==> config.mk <==
export PLATFORM = sky130hd
export DESIGN_NAME = dram_axi_master
export DESIGN_NICKNAME = d
export VERILOG_FILES = /design/src/rtl/dram_axi_master.sv
export SDC_FILE = /design/constraint.sdc
export NUM_CORES = 1
export LEC_CHECK = 0
export ABC_AREA = 1
export CORE_AREA = 2 2 219 135
export CTS_CLUSTER_DIAMETER = 60
export CTS_CLUSTER_SIZE = 16
export DETAILED_ROUTE_END_ITERATION = 12
export DIE_AREA = 0 0 221 137
export PLACE_DENSITY = 0.8
export SLEW_MARGIN = 10
export SYNTH_ARGS = -nofsm -noshare
export SYNTH_HDL_FRONTEND = slang
export SYNTH_SLANG_ARGS = --single-unit
export TNS_END_PERCENT = 5
==> constraint.sdc <==
create_clock -name clk -period 1.9 [get_ports clk]
set_input_delay 0.475 -clock clk [delete_from_list [all_inputs] [get_ports clk]]
set_output_delay 0.475 -clock clk [all_outputs]
set_load 0.01 [all_outputs]
==> src/rtl/dram_axi_master.sv <==
// dram_axi_master
// ---------------------------------------------------------------------------
// Single-beat initiator for the pseudo-DRAM bus. It takes one host command
// (read or write of one DATA_W word at a word address) and runs it as an
// AR/R or AW/W/B handshake sequence on the DRAM-side channels. Completion is
// reported to the host as a one-cycle out_valid pulse carrying the read data,
// the bus response and the accept-to-completion cycle count. Out-of-range
// addresses are rejected with response 2'b11 and never reach the bus.
//
// Ports
//   clk, rst_n            clock (rising edge), synchronous active-low reset
//   in_valid/in_ready     host command handshake (in_ready high only in IDLE)
//   in_write              1 = write, 0 = read
//   in_addr, in_wdata     word address and write data
//   out_valid             one-cycle completion pulse
//   out_data, out_resp    read data / captured response (zero when idle)
//   out_cycles            saturating accept-to-completion cycle count
//   err_timeout           sticky: some handshake waited TIMEOUT cycles
//   AR_*, R_*             read address / read data channels
//   AW_*, W_*, B_*        write address / write data / write response channels
//
// Every output is a register. Outputs are loaded from the decode of the next
// state, so in any cycle they reflect the state the FSM is currently in.
// ---------------------------------------------------------------------------
module dram_axi_master #(
  parameter int ADDR_W   = 32,
  parameter int DATA_W   = 64,
  parameter int ADDR_MAX = 8191,
  parameter int TIMEOUT  = 100,
  parameter int CNT_W    = 16
) (
  input  logic              clk,
  input  logic              rst_n,
  input  logic              in_valid,
  input  logic              in_write,
  input  logic [ADDR_W-1:0] in_addr,
  input  logic [DATA_W-1:0] in_wdata,
  output logic              in_ready,
  output logic              out_valid,
  output logic [DATA_W-1:0] out_data,
  output logic [1:0]        out_resp,
  output logic [CNT_W-1:0]  out_cycles,
  output logic              err_timeout,
  output logic              AR_VALID,
  output logic [ADDR_W-1:0] AR_ADDR,
  output logic              R_READY,
  input  logic              AR_READY,
  input  logic              R_VALID,
  input  logic [DATA_W-1:0] R_DATA,
  input  logic [1:0]        R_RESP,
  output logic              AW_VALID,
  output logic [ADDR_W-1:0] AW_ADDR,
  output logic              W_VALID,
  output logic [DATA_W-1:0] W_DATA,
  output logic              B_READY,
  input  logic              AW_READY,
  input  logic              W_READY,
  input  logic              B_VALID,
  input  logic [1:0]        B_RESP
);

  localparam int WAIT_W = $clog2(TIMEOUT + 1);

  typedef enum logic [2:0] {
    ST_IDLE = 3'd0,
    ST_AR   = 3'd1,
    ST_R    = 3'd2,
    ST_AW   = 3'd3,
    ST_W    = 3'd4,
    ST_B    = 3'd5,
    ST_DONE = 3'd6
  } state_t;

  state_t            state_r;
  state_t            state_next_s;
  logic [ADDR_W-1:0] addr_r;
  logic [DATA_W-1:0] wdata_r;
  logic [CNT_W-1:0]  cnt_r;
  logic [CNT_W-1:0]  cnt_next_s;
  logic [WAIT_W-1:0] wait_r;
  logic              accept_s;
  logic              hs_state_s;
  logic [ADDR_W-1:0] cmd_addr_s;
  logic [1:0]        done_resp_s;

  // Next-state decode; a handshake completes when our VALID/READY and the
  // slave's READY/VALID are both high at the sampling edge.
  always_comb begin
    state_next_s = state_r;
    accept_s     = 1'b0;
    case (state_r)
      ST_IDLE: begin
        if (in_valid) begin
          accept_s = 1'b1;
          if (in_addr > ADDR_W'(ADDR_MAX)) begin
            state_next_s = ST_DONE;
          end else if (in_write) begin
            state_next_s = ST_AW;
          end else begin
            state_next_s = ST_AR;
          end
        end else begin
          state_next_s = ST_IDLE;
        end
      end
      ST_AR: begin
        if (AR_VALID && AR_READY) begin
          state_next_s = ST_R;
        end else begin
          state_next_s = ST_AR;
        end
      end
      ST_R: begin
        if (R_VALID && R_READY) begin
          state_next_s = ST_DONE;
        end else begin
          state_next_s = ST_R;
        end
      end
      ST_AW: begin
        if (AW_VALID && AW_READY) begin
          state_next_s = ST_W;
        end else begin
          state_next_s = ST_AW;
        end
      end
      ST_W: begin
        if (W_VALID && W_READY) begin
          state_next_s = ST_B;
        end else begin
          state_next_s = ST_W;
        end
      end
      ST_B: begin
        if (B_VALID && B_READY) begin
          state_next_s = ST_DONE;
        end else begin
          state_next_s = ST_B;
        end
      end
      ST_DONE: begin
        state_next_s = ST_IDLE;
      end
      default: begin
        state_next_s = ST_IDLE;
      end
    endcase
  end

  // Datapath helpers: address to present on entry to AR/AW, the cycle count
  // for the coming cycle (the accept cycle is 1, so the first busy cycle is 2),
  // the set of states that can time out, and the response to report.
  always_comb begin
    cmd_addr_s  = addr_r;
    cnt_next_s  = cnt_r;
    hs_state_s  = 1'b0;
    done_resp_s = 2'b11;
    if (state_r == ST_IDLE) begin
      cmd_addr_s = in_addr;
      cnt_next_s = CNT_W'(2);
    end else begin
      cmd_addr_s = addr_r;
      if (&cnt_r) begin
        cnt_next_s = cnt_r;
      end else begin
        cnt_next_s = cnt_r + CNT_W'(1);
      end
    end
    case (state_r)
      ST_AR, ST_R, ST_AW, ST_W, ST_B: hs_state_s = 1'b1;
      default:                        hs_state_s = 1'b0;
    endcase
    case (state_r)
      ST_R:    done_resp_s = R_RESP;
      ST_B:    done_resp_s = B_RESP;
      default: done_resp_s = 2'b11;
    endcase
  end

  // State, command capture, counters and all registered outputs.
  always_ff @(posedge clk) begin
    if (!rst_n) begin
      state_r     <= ST_IDLE;
      addr_r      <= {ADDR_W{1'b0}};
      wdata_r     <= {DATA_W{1'b0}};
      cnt_r       <= {CNT_W{1'b0}};
      wait_r      <= {WAIT_W{1'b0}};
      err_timeout <= 1'b0;
      in_ready    <= 1'b1;
      out_valid   <= 1'b0;
      out_data    <= {DATA_W{1'b0}};
      out_resp    <= 2'b00;
      out_cycles  <= {CNT_W{1'b0}};
      AR_VALID    <= 1'b0;
      AR_ADDR     <= {ADDR_W{1'b0}};
      R_READY     <= 1'b0;
      AW_VALID    <= 1'b0;
      AW_ADDR     <= {ADDR_W{1'b0}};
      W_VALID     <= 1'b0;
      W_DATA      <= {DATA_W{1'b0}};
      B_READY     <= 1'b0;
    end else begin
      state_r <= state_next_s;
      cnt_r   <= cnt_next_s;
      if (accept_s) begin
        addr_r  <= in_addr;
        wdata_r <= in_wdata;
      end
      // Wait counter restarts on every state change and parks at TIMEOUT.
      if (state_next_s != state_r) begin
        wait_r <= {WAIT_W{1'b0}};
      end else if (wait_r != WAIT_W'(TIMEOUT)) begin
        wait_r <= wait_r + WAIT_W'(1);
      end
      err_timeout <= err_timeout | (hs_state_s && (wait_r == WAIT_W'(TIMEOUT)));

      in_ready  <= (state_next_s == ST_IDLE);
      AR_VALID  <= (state_next_s == ST_AR);
      AR_ADDR   <= (state_next_s == ST_AR) ? cmd_addr_s : {ADDR_W{1'b0}};
      R_READY   <= (state_next_s == ST_R);
      AW_VALID  <= (state_next_s == ST_AW);
      AW_ADDR   <= (state_next_s == ST_AW) ? cmd_addr_s : {ADDR_W{1'b0}};
      W_VALID   <= (state_next_s == ST_W);
      W_DATA    <= (state_next_s == ST_W) ? wdata_r : {DATA_W{1'b0}};
      B_READY   <= (state_next_s == ST_B);

      out_valid  <= (state_next_s == ST_DONE);
      out_data   <= ((state_next_s == ST_DONE) && (state_r == ST_R)) ? R_DATA : {DATA_W{1'b0}};
      out_resp   <= (state_next_s == ST_DONE) ? done_resp_s : 2'b00;
      out_cycles <= (state_next_s == ST_DONE) ? cnt_next_s : {CNT_W{1'b0}};
    end
  end

endmodule

Word-level counts from Yosys, hierarchy flattened. Index checks and enable logic that the tools add are counted.

Multiplexer cells: 16. Magnitude comparators: 1. $add $sub $neg: 2. Bitwise gates (word level): 2. Reduce and logical (&&, ||, !) cells: 17. Shift-type cells: 0. Equal/unequal tests: 14. Multiply operators: 0. Divide/modulo/power cells: 0.

Operator list (count): $gt A32 B13 Y1 const B (1); $mux W16 (2); $mux W32 (1); $pmux W3 S6 (1); $add A16 B1 Y16 const B (1); $reduce_and A16 Y1 (1); $eq A3 B3 Y1 const B (5); $eq A3 B2 Y1 const B (4); $mux W3 (4); $reduce_and A2 Y1 (5); $add A7 B1 Y7 const B (1); $eq A7 B7 Y1 const B (1); $logic_and A1 B1 Y1 (7); $ne A7 B7 Y1 const B (1); $eq A3 B1 Y1 const B (2); $logic_not A3 Y1 (2); $mux W2 (3); $reduce_or A5 Y1 (1); $mux W1 (4); $pmux W2 S2 (1); $ne A3 B3 Y1 (1); $reduce_or A2 Y1 (1); $not A1 Y1 (1); $or A1 B1 Y1 (1).

Bits in writable memories: 0. Flip-flop bits (word level): 340. Bits of input ports: 173. Memories kept: 0. Output and inout bits: 218. Latch bits: 0. Word-level logic and storage cells: 71. Memory bits (read-only): 0.

Depth between registers and ports, before layout. Gate-level depths: netlist (run 1).

Word-level depth: 7. Gate-level depth with buffers: 14. Gate-level depth less buffers: 12.

Least setup slack after synthesis (run 1). No wires, ideal clock.

Path kind: in2reg. Start: in in_addr[13]. End: reg out_data[13]. Arrival time: 1.703 ns. Buffers on the path: 1. Stages on the path: 10. Setup slack: 0.085 ns. Cell sequence: or2_2 -> nor2_1 -> nand3_1 -> nand2_1 -> nand2_2 -> nand2_4 -> nor2_8 -> nand2_4 -> buf_6 -> nor2_2.

Cells in the longest elaborated chain, start to end: 7.

Ends and longest elaborated chain: start, declared (line 36) `input logic [ADDR_W-1:0] in_addr,`; $gt A32 B13 Y1 (line 95) `if (in_addr > ADDR_W'(ADDR_MAX)) begin`; $mux W3 (line 95); $mux W3 (line 93) `if (in_valid) begin`; $pmux W3 S6 (line 91) `case (state_r)`; $eq A3 B3 Y1 (line 228) `out_data <= ((state_next_s == ST_DONE) && (state_r == ST_R)) ? R_DATA : {DATA_W{1'b0}};`; $logic_and A1 B1 Y1 (line 228); $reduce_and A2 Y1 (no source line); end signal, assigned (line 191) `out_data <= {DATA_W{1'b0}};`; end signal, assigned (line 228); end, declared (line 40) `output logic [DATA_W-1:0] out_data,`.

No other way between the ends. A chain may end at the register's enable or synchronous reset.

Worst setup path after layout (run 1).
Start: in in_addr[31]. End: reg AR_ADDR[6].

Cells in the longest elaborated chain, start to end: 6.

Ends and longest elaborated chain: $gt A32 B13 Y1 (line 95); $mux W3 (line 95); $mux W3 (line 93); $pmux W3 S6 (line 91); $eq A3 B1 Y1 (line 219) `AR_ADDR <= (state_next_s == ST_AR) ? cmd_addr_s : {ADDR_W{1'b0}};`; $reduce_and A2 Y1 (no source line); end signal, assigned (line 195) `AR_ADDR <= {ADDR_W{1'b0}};`; end signal, assigned (line 219); end, declared (line 45) `output logic [ADDR_W-1:0] AR_ADDR,`.

No other way between the ends.

==> results by group, run 1 <==
Run status
  – Outcome: completed

CTS
  – Clk_lat worst skew: 0.54 ns
  – Clk Tree Root Cell: clkbuf_16
  – H-tree depth: 1
  – TritonCTS clock tree: built
  – Worst-case clock buffer depth: 3
  – CTS buffer count: 25
  – Clock Sinks: 340
  – Clk slew on worst S/H paths: 0.08 ns

Yosys
  – Syn nets: 1452
  – Mapped Area: 11200 um2
  – Synthesized flop and latch total: 340
  – Post-synth top area share: 61.0%
  – Synth cell count leaders: dfxtp_1 (340), nor2_1 (198), inv_1 (193), o21ai_0 (138), a21oi_1 (104)
  – Asr flop ratio synth: 0%
  – Post-synthesis cell count: 1276
  – Post-synth cell types: 34
  – Most frequent cell after synthesis: dfxtp_1
  – Primary FF master, synth: dfxtp_1
  – Register area share after synthesis: 61.0%
  – Synth area leaders: dfxtp_1 (61%), nor2_1 (6.7%), inv_1 (6.5%), o21ai_0 (6.2%), a21oi_1 (4.7%)
  – Syn Area/Cell: 8.74 um2
  – Yosys Warn Count: 0
  – Largest area contributor in the netlist: dfxtp_1
  – Number of enable flip-flop cells after synthesis: 0

STA
  – Final Hold Vio Count: 0
  – Fin crit period: 1.87 ns
  – Tcrit/Tclk final: 98.6%
  – RSZ-0062 raised after global routing: true
  – Worst-case clock skew: 0.0183 ns
  – Worst hold margin: 0.203 ns
  – Worst slew pin tran: 0.490 ns
  – Final setup fails: 0
  – Final setup TNS: 0 ns
  – Slew margin rel.: 67.3%
  – Max-slew violations: 0
  – F_max: 0.534 GHz

Worst setup path
  – R2R Setup Slk: 0.09 ns
  – Reg2reg path depth: 11
  – Worst EP required: 2.37 ns
  – WS Path Type: input port to register
  – Worst-path fanout max: 33
  – Worst setup EP type: register
  – Arr. time, crit path: 2.34 ns
  – Critical Path Start Type: input port
  – Reg2reg end: out_data[35]
  – Reg2reg start: B_READY

Floorplanning
  – Num ports: 391
  – Die width: 221 um
  – Cell Rows: 48
  – Vert. Die Dim: 137 um
  – Initial Util: 39.4%
  – Core ar.: 28300 um2
  – Total Die Area: 30300 um2

Global route
  – Initial antenna violation count: 0
  – Vias in the first global route: 9110
  – First-pass GRT wire length: 47800 um
  – Global Route Usage Sum: 19.7%
  – Largest net degree at the start of global routing: 124
  – GRT overflow: 0

Route
  – Vias: 9485
  – Vias/cell: 4.62
  – Final WL: 31800 um
  – Routed length per instance: 15.5 um
  – Antenna viol nets, final: 0
  – Starting DRT DRC Count: 431
  – First-pass DRT Iterations: 5
  – DRC violation count after routing: 0

Placement
  – Final HPWL from detailed placement: 23400 um
  – Area of placed instances: 15700 um2
  – Final GP Congestion: 0.843
  – Port buffer count: 390

Power
  – Total power: 0.0147 W
  – LEAKAGE: 8.34 nW
  – Peak VDD IR: 0.000817 V
  – P per Cell Area: 890 nW/um2

Worst hold path
  – Hold Crit Start: rst_n
  – Hold path depth: 2
  – Hold Path End: in_ready
  – Min-Delay Path Class: input port to register

Layout
  – Finished layout cell area: 16500 um2
  – N_diodes: 0
  – Layout cells sized above 1: 10.1%
  – Area delta synth->final: 47.7%
  – # nets final: 1855

Run
  – Max cap viols: 0
==> flip-flops by register name, summed over array words and instances (netlist names) <==
signal	count
AR_ADDR	32
AR_VALID	1
AW_ADDR	32
AW_VALID	1
B_READY	1
R_READY	1
W_DATA	64
W_VALID	1
addr_r	32
cnt_r	16
err_timeout	1
in_ready	1
out_cycles	16
out_data	64
out_resp	2
out_valid	1
state_r	3
wait_r	7
wdata_r	64
==> kinds of logic after synthesis <==
| group | Yosys count | synth area share [%] |
|---|---|---|
| buf+inv | 264 | 9.87 |
| fa+ha+maj | 3 | 0.337 |
| compound gates | 249 | 11.3 |
| flops | 340 | 61.0 |
| xor+xnor | 11 | 0.864 |
| simple gates | 408 | 16.5 |
| mux | 1 | 0.101 |
==> through the flow <==
step           cells  setup WS [ns]  utilization [%]
6_report        2054         0.0261             58.2
4_1_cts         2052      0.0000716             57.3
2_1_floorplan   1276         0.0855                -
3_5_place_dp    2025         -0.635             55.4
3_3_place_gp    2025         -0.563             55.4
5_1_grt         2054        -0.0490             58.2
==> metal layers <==
metal | share of wire, % | routed length [um] | track usage (%) | vias up
met5 | 0 | 0 | 0 | -
met4 | 2.7 | 860 | 5.74 | 0
met2 | 47 | 14900 | 32.6 | 358
met3 | 9.7 | 3070 | 7.71 | 56
li1 | - | - | - | 4722
met1 | 41 | 13000 | 23.9 | 4349
==> cell usage in the layout, fill, tap and decap left out, drive strengths merged <==
cell,synthesis,routed
nor3,20,20
buf,24,52
and3,1,1
o211ai,1,1
nor2,252,252
nand4,7,7
a211oi,2,2
or2,4,4
and2,3,3
nand2,90,90
xor2,7,7
o21ai,141,141
a21oi,104,104
o21a,1,1
clkbuf,41,25
dlygate4sd2,0,100
dlymetal6s2s,0,67
xnor2,4,4
inv,199,200
nor4,1,1
dfxtp,340,340
nand3,29,29
mux2,1,1
bufinv,0,1
ha,3,3
clkdlybuf4s50,0,222
nand3b,1,1
==> worst max-delay path by stage <==
stage,from,endpoint
2_1_floorplan,in_addr[13],out_data[13]
3_3_place_gp,in_addr[31],out_data[11]
3_5_place_dp,in_addr[31],W_DATA[55]
4_1_cts,AW_ADDR[10],AW_ADDR[10]
5_1_grt,in_addr[31],AR_ADDR[15]
6_report,in_addr[31],AR_ADDR[6]
==> power breakdown <==
| group | leakage, nW | switching [W] | internal (W) |
|---|---|---|---|
| sequential | 2.76 | 0.000119 | 0.00751 |
| clock | 0.327 | 0.00239 | 0.00247 |
| combinational | 5.25 | 0.00125 | 0.000925 |
==> critical path, cell delays in order <==
cell	delay [ns]
clkdlybuf4s50_1	0.44
or2_4	0.27
nor2_4	0.14
nand3_1	0.10
nand2_2	0.13
nand2_2	0.13
nor2_1	0.15
nand3_1	0.16
buf_12	0.21
nor2_1	0.11
==> final cells by class <==
| class | instances | area, um2 |
|---|---|---|
| clock buffers | 25 | 626 |
| clock inverters | 2 | 38.8 |
| fillers | 2435 | 11800 |
| inverters | 199 | 752 |
| multi-input cells | 672 | 3320 |
| flip-flops and latches | 340 | 6810 |
| well taps | 375 | 469 |
| repair buffers | 441 | 4450 |
==> timing repair <==
item	CTS	global route
hold buffers	0	0
pin swaps	0	5
endpoints found under the hold margin	0	0
buffers inserted	0	2
gates cloned	0	0
setup endpoints to repair	257	255
resized for setup	103	88
Note: power is estimated with default switching activity, not from simulation.
==> inputs of run 2 (changes only) <==
- CTS_CLUSTER_DIAMETER: 60 -> 150
- TNS_END_PERCENT: 5 -> 50
==> run 2 against run 1 <==
Effect of this change:
- setup slack improved by 0.013 ns
- first-iteration DRC count rose by 6.3%
- utilization fell by 0.21 points
- sequential share of layout area rose by 0.15 points
- clock-buffer cell count did not move
- maximum frequency rose by 0.72%
- hold slack got worse by 0.00055 ns
- critical endpoint is now out_data[17]
- largest power group unchanged
- highest routed layer unchanged
==> results by group, run 2 (synthesis gave the netlist of run 1 again) <==
Power
  – Int Power: 0.0108 W (was 0.0109 W)
  – Net Switching: 0.00376 W (about the same)
  – Clk pwr share: 32.6% (was 33.1%)
  – P per Cell Area: 886 nW/um2 (was 890 nW/um2)
  – Switching Share: 25.9% (was 25.6%)
  – LEAKAGE: 8.31 nW (was 8.34 nW)
  – Seq pwr share: 52.5% (was 52.0%)
  – Logic pwr share: 15.0% (was 14.8%)
  – Peak VDD IR: 0.000681 V (was 0.000817 V)
  – Total power: 0.0145 W (was 0.0147 W)

Worst setup path
  – Worst setup EP type: primary output (was register)
  – Worst-path fanout max: 1 (was 33)
  – Crit path cell chain: clkdlybuf4s50_1 (was clkdlybuf4s50_1, or2_4, nor2_4, nand3_1, nand2_2, nand2_2, nor2_1, nand3_1, buf_12, nor2_1)
  – Critical Path Source: out_data[17] (was in_addr[31])
  – Critical Path Start Type: register (was input port)
  – CP delay by family, top: buffers and inverters (was simple AND/OR/NAND/NOR gates)
  – Reg2reg start: state_r[0] (was B_READY)
  – WS Path Type: register to primary output (was input port to register)
  – Reg2reg path depth: 13 (was 11)
  – Arr. time, crit path: 1.39 ns (was 2.34 ns)
  – R2R Setup Slk: 0.08 ns (was 0.09 ns)
  – Crit path max-delay cell type: clkdlybuf4s50_1 (unchanged)
  – Reg2reg end: out_data[38] (was out_data[35])
  – WP buf/inv: 1 (was 2)
  – Worst EP required: 1.42 ns (was 2.37 ns)
  – CP max stage delay: 0.54 ns (was 0.44 ns)

Layout
  – Flip-flop and latch area: 6810 um2 (unchanged)
  – N_diodes: 0 (unchanged)
  – Filler cells: 2455 (was 2435)
  – Area delta synth->final: 47.1% (was 47.7%)
  – Commonest non-fill, non-tap cells in the layout: dfxtp_1 (338), clkdlybuf4s50_1 (210), nor2_1 (194) (was dfxtp_1 (338), clkdlybuf4s50_1 (222), inv_1 (192))
  – # nets final: 1856 (was 1855)
  – Most common cell after layout, fill and taps aside: dfxtp_1 (unchanged)
  – Area of the multi-input gates: 3310 um2 (was 3320 um2)
  – Layout cells sized above 1: 9.82% (was 10.1%)
  – Largest registers: W_DATA: 64 flops, out_data: 64 flops, wdata_r: 64 flops (unchanged)

Placement
  – Final HPWL from detailed placement: 23400 um (unchanged)
  – Port buffer count: 390 (unchanged)
  – Worst slack at placement: -0.635 ns (unchanged)
  – Final GP Congestion: 0.843 (unchanged)

Global route
  – Vias in the first global route: 9064 (was 9110)
  – Initial antenna violation count: 0 (unchanged)
  – Global Route Usage Sum: 19.7% (unchanged)
  – First-pass GRT wire length: 47800 um (about the same)
  – GRT overflow: 0 (unchanged)
  – Largest net degree at the start of global routing: 124 (unchanged)

CTS
  – Clock Sinks: 340 (unchanged)
  – CTS buffer count: 25 (unchanged)
  – TritonCTS clock tree: built (unchanged)
  – Clk Tree Root Cell: clkbuf_16 (unchanged)
  – Clk slew on worst S/H paths: 0.07 ns (was 0.08 ns)
  – Clk_lat worst skew: 0.55 ns (was 0.54 ns)
  – Hold buffers post-CTS: 0 (unchanged)
  – H-tree depth: 1 (unchanged)
  – Worst-case clock buffer depth: 3 (unchanged)

STA
  – Setup WS post-layout: 0.0396 ns (was 0.0261 ns)
  – Tcrit/Tclk final: 97.9% (was 98.6%)
  – Worst slew pin tran: 0.501 ns (was 0.490 ns)
  – Worst-case clock skew: 0.0153 ns (was 0.0183 ns)
  – Final setup fails: 0 (unchanged)
  – Final Hold Vio Count: 0 (unchanged)
  – Fin crit period: 1.86 ns (was 1.87 ns)
  – F_max: 0.538 GHz (was 0.534 GHz)
  – Final setup TNS: 0 ns (unchanged)
  – Max-slew violations: 0 (unchanged)
  – Slew margin rel.: 66.6% (was 67.3%)

Run status
  – Outcome: completed (unchanged)

Route
  – First-pass DRT Iterations: 6 (was 5)
  – Antenna viol nets, final: 0 (unchanged)
  – Vias/cell: 4.63 (was 4.62)
  – Starting DRT DRC Count: 458 (was 431)
  – Vias: 9519 (was 9485)
  – DRC violation count after routing: 0 (unchanged)
  – Routed length per instance: 15.5 um (about the same)
  – Final WL: 31900 um (was 31800 um)

Worst hold path
  – Hold Crit Start: rst_n (unchanged)
  – Hold Path End: in_ready (unchanged)
  – Hold path depth: 2 (unchanged)
  – Min-Delay Path Class: input port to register (unchanged)

Floorplanning
  – Vert. Die Dim: 137 um (unchanged)
  – Num ports: 391 (unchanged)
  – Initial Util: 39.4% (unchanged)
  – Total Die Area: 30300 um2 (unchanged)
  – Cell Rows: 48 (unchanged)
  – Die width: 221 um (unchanged)
  – Core ar.: 28300 um2 (unchanged)

Run
  – Max cap viols: 0 (unchanged)
[run 2: changes by cell type in the layout (fill, tap and decap cells not counted), sizes merged]
cell	delta
clkinv	+1
buf	+1
bufinv	-1
clkdlybuf4s50	-12
dlygate4sd2	+18
dlymetal6s2s	-6
[run 2: area by class of cell]
class,instances,share of cell area [%]
Sequential cell,340,41.5
Inverter,199,4.58
Multi-Input combinational cell,672,20.2
Clock inverter,2,0.152
Tap cell,375,2.86
Timing Repair Buffer,442,26.9
Clock buffer,25,3.81
[run 2: how the worst max path moves through the flow]
stage	depth (start not counted)	endpoint
floorplan	10	out_data[13]
global placement	11	out_data[11]
detailed placement	12	W_DATA[55]
CTS	1	out_cycles[0]
global route	12	W_DATA[57]
finish	1	out_data[17]
[run 2: metrics by stage]
step                hold WS, ns  area [um2]  instances  util [%]
global route              0.177       16400       2055      58.0
global placement          0.419       15700       2025      55.4
finish                    0.203       16400       2055      58.0
detailed placement        0.429       15700       2025      55.4
floorplan                 0.416       11200       1276         -
CTS                       0.171       16200       2052      57.2
[run 2: repair_timing]
action	4_1_cts	5_1_grt
resized for setup	120	76
pin swaps	0	4
gates cloned	0	0
setup endpoints to repair	272	247
buffers inserted	0	3
[run 2: power groups by stage]
stage,Sequential (W),Combinational [W],Clock (W)
floorplan,0.00782,0.00115,0
global placement,0.00778,0.00213,0
detailed placement,0.00780,0.00218,0
CTS,0.00763,0.00216,0.00489
global route,0.00766,0.00242,0.00515
finish,0.00763,0.00218,0.00474
[run 2: routing by layer]
metal / global-route usage, % / up-vias / share of wire (%)
li1: - / 4725 / -
met1: 24.1 / 4386 / 41
met2: 32.4 / 351 / 47
met3: 7.56 / 57 / 9.4
met4: 5.93 / 0 / 3.0
met5: 0 / - / 0
==> inputs of run 3 (changes only) <==
- SKIP_CTS_REPAIR_TIMING: not set -> 1
==> run 3 against run 2 <==
Effect of this change:
- via count increased by 1.1%
- combinational power rose by 7%
- critical path depth up 12
- cell count is 0.73% higher
- sequential share of layout area is 1.8 points lower
- clock-buffer cell count unchanged
- utilization increased by 2.8 points
- total power grew 1.2%
- first-iteration DRC count increased by 17%
- flip-flop and latch count unchanged
- design area rose by 4.8%
- clock skew hardly changed
- critical path type is now register to register
- critical endpoint is now out_data[38]
==> results by group, run 3 (synthesis gave the netlist of run 1 again) <==
Global route
  – Busiest grt layer: met2 (unchanged)
  – Largest net degree at the start of global routing: 124 (unchanged)
  – Met1 Use GR: 24.1% (about the same)
  – Global Route Usage Sum: 19.7% (about the same)
  – GRT overflow: 0 (unchanged)
  – Vias in the first global route: 9054 (was 9064)
  – First-pass GRT wire length: 47700 um (was 47800 um)
  – Initial antenna violation count: 0 (unchanged)
  – M3 GR Usage: 7.58% (was 7.56%)
  – Met2 usage: 32.2% (was 32.4%)

CTS
  – Clock Sinks: 340 (unchanged)
  – CTS buffer count: 25 (unchanged)
  – Clk slew on worst S/H paths: 0.08 ns (was 0.07 ns)
  – Clk_lat worst skew: 0.54 ns (was 0.55 ns)
  – Worst-case clock buffer depth: 3 (unchanged)
  – TritonCTS clock tree: built (unchanged)
  – Clk Tree Root Cell: clkbuf_16 (unchanged)
  – H-tree depth: 1 (unchanged)

Power
  – LEAKAGE: 10.1 nW (was 8.31 nW)
  – P per Cell Area: 856 nW/um2 (was 886 nW/um2)
  – Peak VDD IR: 0.000720 V (was 0.000681 V)

STA
  – Final setup fails: 0 (unchanged)
  – F_max: 0.528 GHz (was 0.538 GHz)
  – Worst hold margin: 0.200 ns (was 0.203 ns)
  – Max-slew violations: 0 (unchanged)
  – Slew margin rel.: 65.1% (was 66.6%)
  – Final Hold Vio Count: 0 (unchanged)
  – Tcrit/Tclk final: 99.7% (was 97.9%)
  – Worst slew pin tran: 0.523 ns (was 0.501 ns)
  – Setup WS post-layout: 0.00597 ns (was 0.0396 ns)
  – Fin crit period: 1.89 ns (was 1.86 ns)
  – RSZ-0062 raised after global routing: true
  – Worst-case clock skew: 0.0153 ns (about the same)

Floorplanning
  – Cell Rows: 48 (unchanged)
  – Total Die Area: 30300 um2 (unchanged)
  – Core ar.: 28300 um2 (unchanged)
  – Num ports: 391 (unchanged)
  – Initial Util: 39.4% (unchanged)
  – Vert. Die Dim: 137 um (unchanged)
  – Die width: 221 um (unchanged)

Worst setup path
  – CP max stage delay: 0.37 ns (was 0.54 ns)
  – Arr. time, crit path: 2.36 ns (was 1.39 ns)
  – CP delay by family, top: simple AND/OR/NAND/NOR gates (was buffers and inverters)
  – Most frequent cell on the critical path: nor2_2
  – Critical Path Start Type: register (unchanged)
  – WP depth: 13 (was 1)
  – Crit path cell chain: buf_6, nand2_4, nor2_2, nand2_1, o21ai_2, nor2_2, nand2_2, inv_4, nand2_4, nor2_8, nand2_8, clkbuf_16, nor2_2 (was clkdlybuf4s50_1)
  – R2R Setup Slk: 0.006 ns (was 0.08 ns)
  – Reg2reg end: out_data[38] (unchanged)
  – Crit path max-delay cell type: dfxtp_4 (was clkdlybuf4s50_1)
  – WP buf/inv: 3 (was 1)
  – WS Path Type: register to register (was register to primary output)
  – Setup crit end: out_data[38] (was out_data[17])
  – Reg2reg path depth: 13 (unchanged)
  – Worst setup EP type: register (was primary output)
  – Reg2reg start: state_r[0] (unchanged)
  – Worst-path fanout max: 7 (was 1)
  – Critical Path Source: state_r[0] (was out_data[17])
  – Worst EP required: 2.37 ns (was 1.42 ns)

Placement
  – Final GP Congestion: 0.843 (unchanged)
  – Final HPWL from detailed placement: 23400 um (unchanged)
  – Worst slack at placement: -0.635 ns (unchanged)
  – Port buffer count: 390 (unchanged)

Layout
  – Layout cells sized above 1: 11.6% (was 9.82%)
  – Commonest non-fill, non-tap cells in the layout: dfxtp_1 (337), clkdlybuf4s50_1 (210), inv_1 (192) (was dfxtp_1 (338), clkdlybuf4s50_1 (210), nor2_1 (194))
  – N_diodes: 0 (unchanged)
  – # nets final: 1871 (was 1856)
  – Most common cell after layout, fill and taps aside: dfxtp_1 (unchanged)
  – Largest registers: W_DATA: 64 flops, out_data: 64 flops, wdata_r: 64 flops (unchanged)
  – Area delta synth->final: 54.1% (was 47.1%)

Run
  – Max cap viols: 0 (unchanged)

Route
  – DRC violation count after routing: 0 (unchanged)
  – Vias/cell: 4.65 (was 4.63)
  – Antenna viol nets, final: 0 (unchanged)
  – Final WL: 33400 um (was 31900 um)
  – Starting DRT DRC Count: 536 (was 458)
  – First-pass DRT Iterations: 5 (was 6)
  – Vias: 9624 (was 9519)
  – Routed length per instance: 16.1 um (was 15.5 um)

Worst hold path
  – Min-Delay Path Class: input port to register (unchanged)
  – Hold path depth: 2 (unchanged)

Run status
  – Outcome: completed (unchanged)
-- run 3: changes by cell type in the layout (fill, tap and decap cells not counted), moves of 2 or more --
cell	delta
dlygate4sd2_1	-118
clkbuf_16	+6
nor2_1	-13
dfxtp_4	+2
nor2_4	+4
dlymetal6s2s_1	+118
buf_6	+7
nor2_2	+9
-- run 3: area by class of cell --
cell class / count / area [um2]
clock inverters: 2 / 25.0
multi-input cells: 673 / 3400
flip-flops and latches: 340 / 6820
clock buffers: 25 / 626
inverters: 199 / 754
fillers: 2308 / 11100
well taps: 375 / 469
repair buffers: 456 / 5110
-- run 3: worst min path at each step --
| stage | slack, ns | to | startpoint |
|---|---|---|---|
| 4_1_cts | 0.17 | in_ready | rst_n |
| 3_3_place_gp | 0.42 | W_DATA[23] | wdata_r[23] |
| 3_5_place_dp | 0.43 | W_DATA[19] | wdata_r[19] |
| 6_report | 0.20 | in_ready | rst_n |
| 5_1_grt | 0.18 | in_ready | rst_n |
| 2_1_floorplan | 0.42 | W_DATA[13] | wdata_r[13] |
-- run 3: report_power, final --
part / switching, W / leakage, nW / internal, W
registers: 0.000120 / 2.77 / 0.00751
logic: 0.00132 / 6.98 / 0.00102
clock network: 0.00240 / 0.320 / 0.00235
total: 0.00384 / 10.1 / 0.0109
-- run 3: layer usage --
metal,share of wire [%],vias up
met5,0,-
li1,-,4768
met3,9.0,52
met2,48,348
met4,2.5,0
met1,41,4456
-- run 3: per-stage QoR --
stage	instance area (um2)	std cells	total power [W]	TNS [ns]	util, %
detailed placement	15700	2025	0.00998	-132.59	55.4
finish	17200	2070	0.0147	0	60.8
global route	17200	2070	0.0154	-4.11	60.8
global placement	15700	2025	0.00991	-116.35	55.4
floorplan	11200	1276	0.00897	0	-
CTS	16300	2052	0.0147	-7.93	57.7
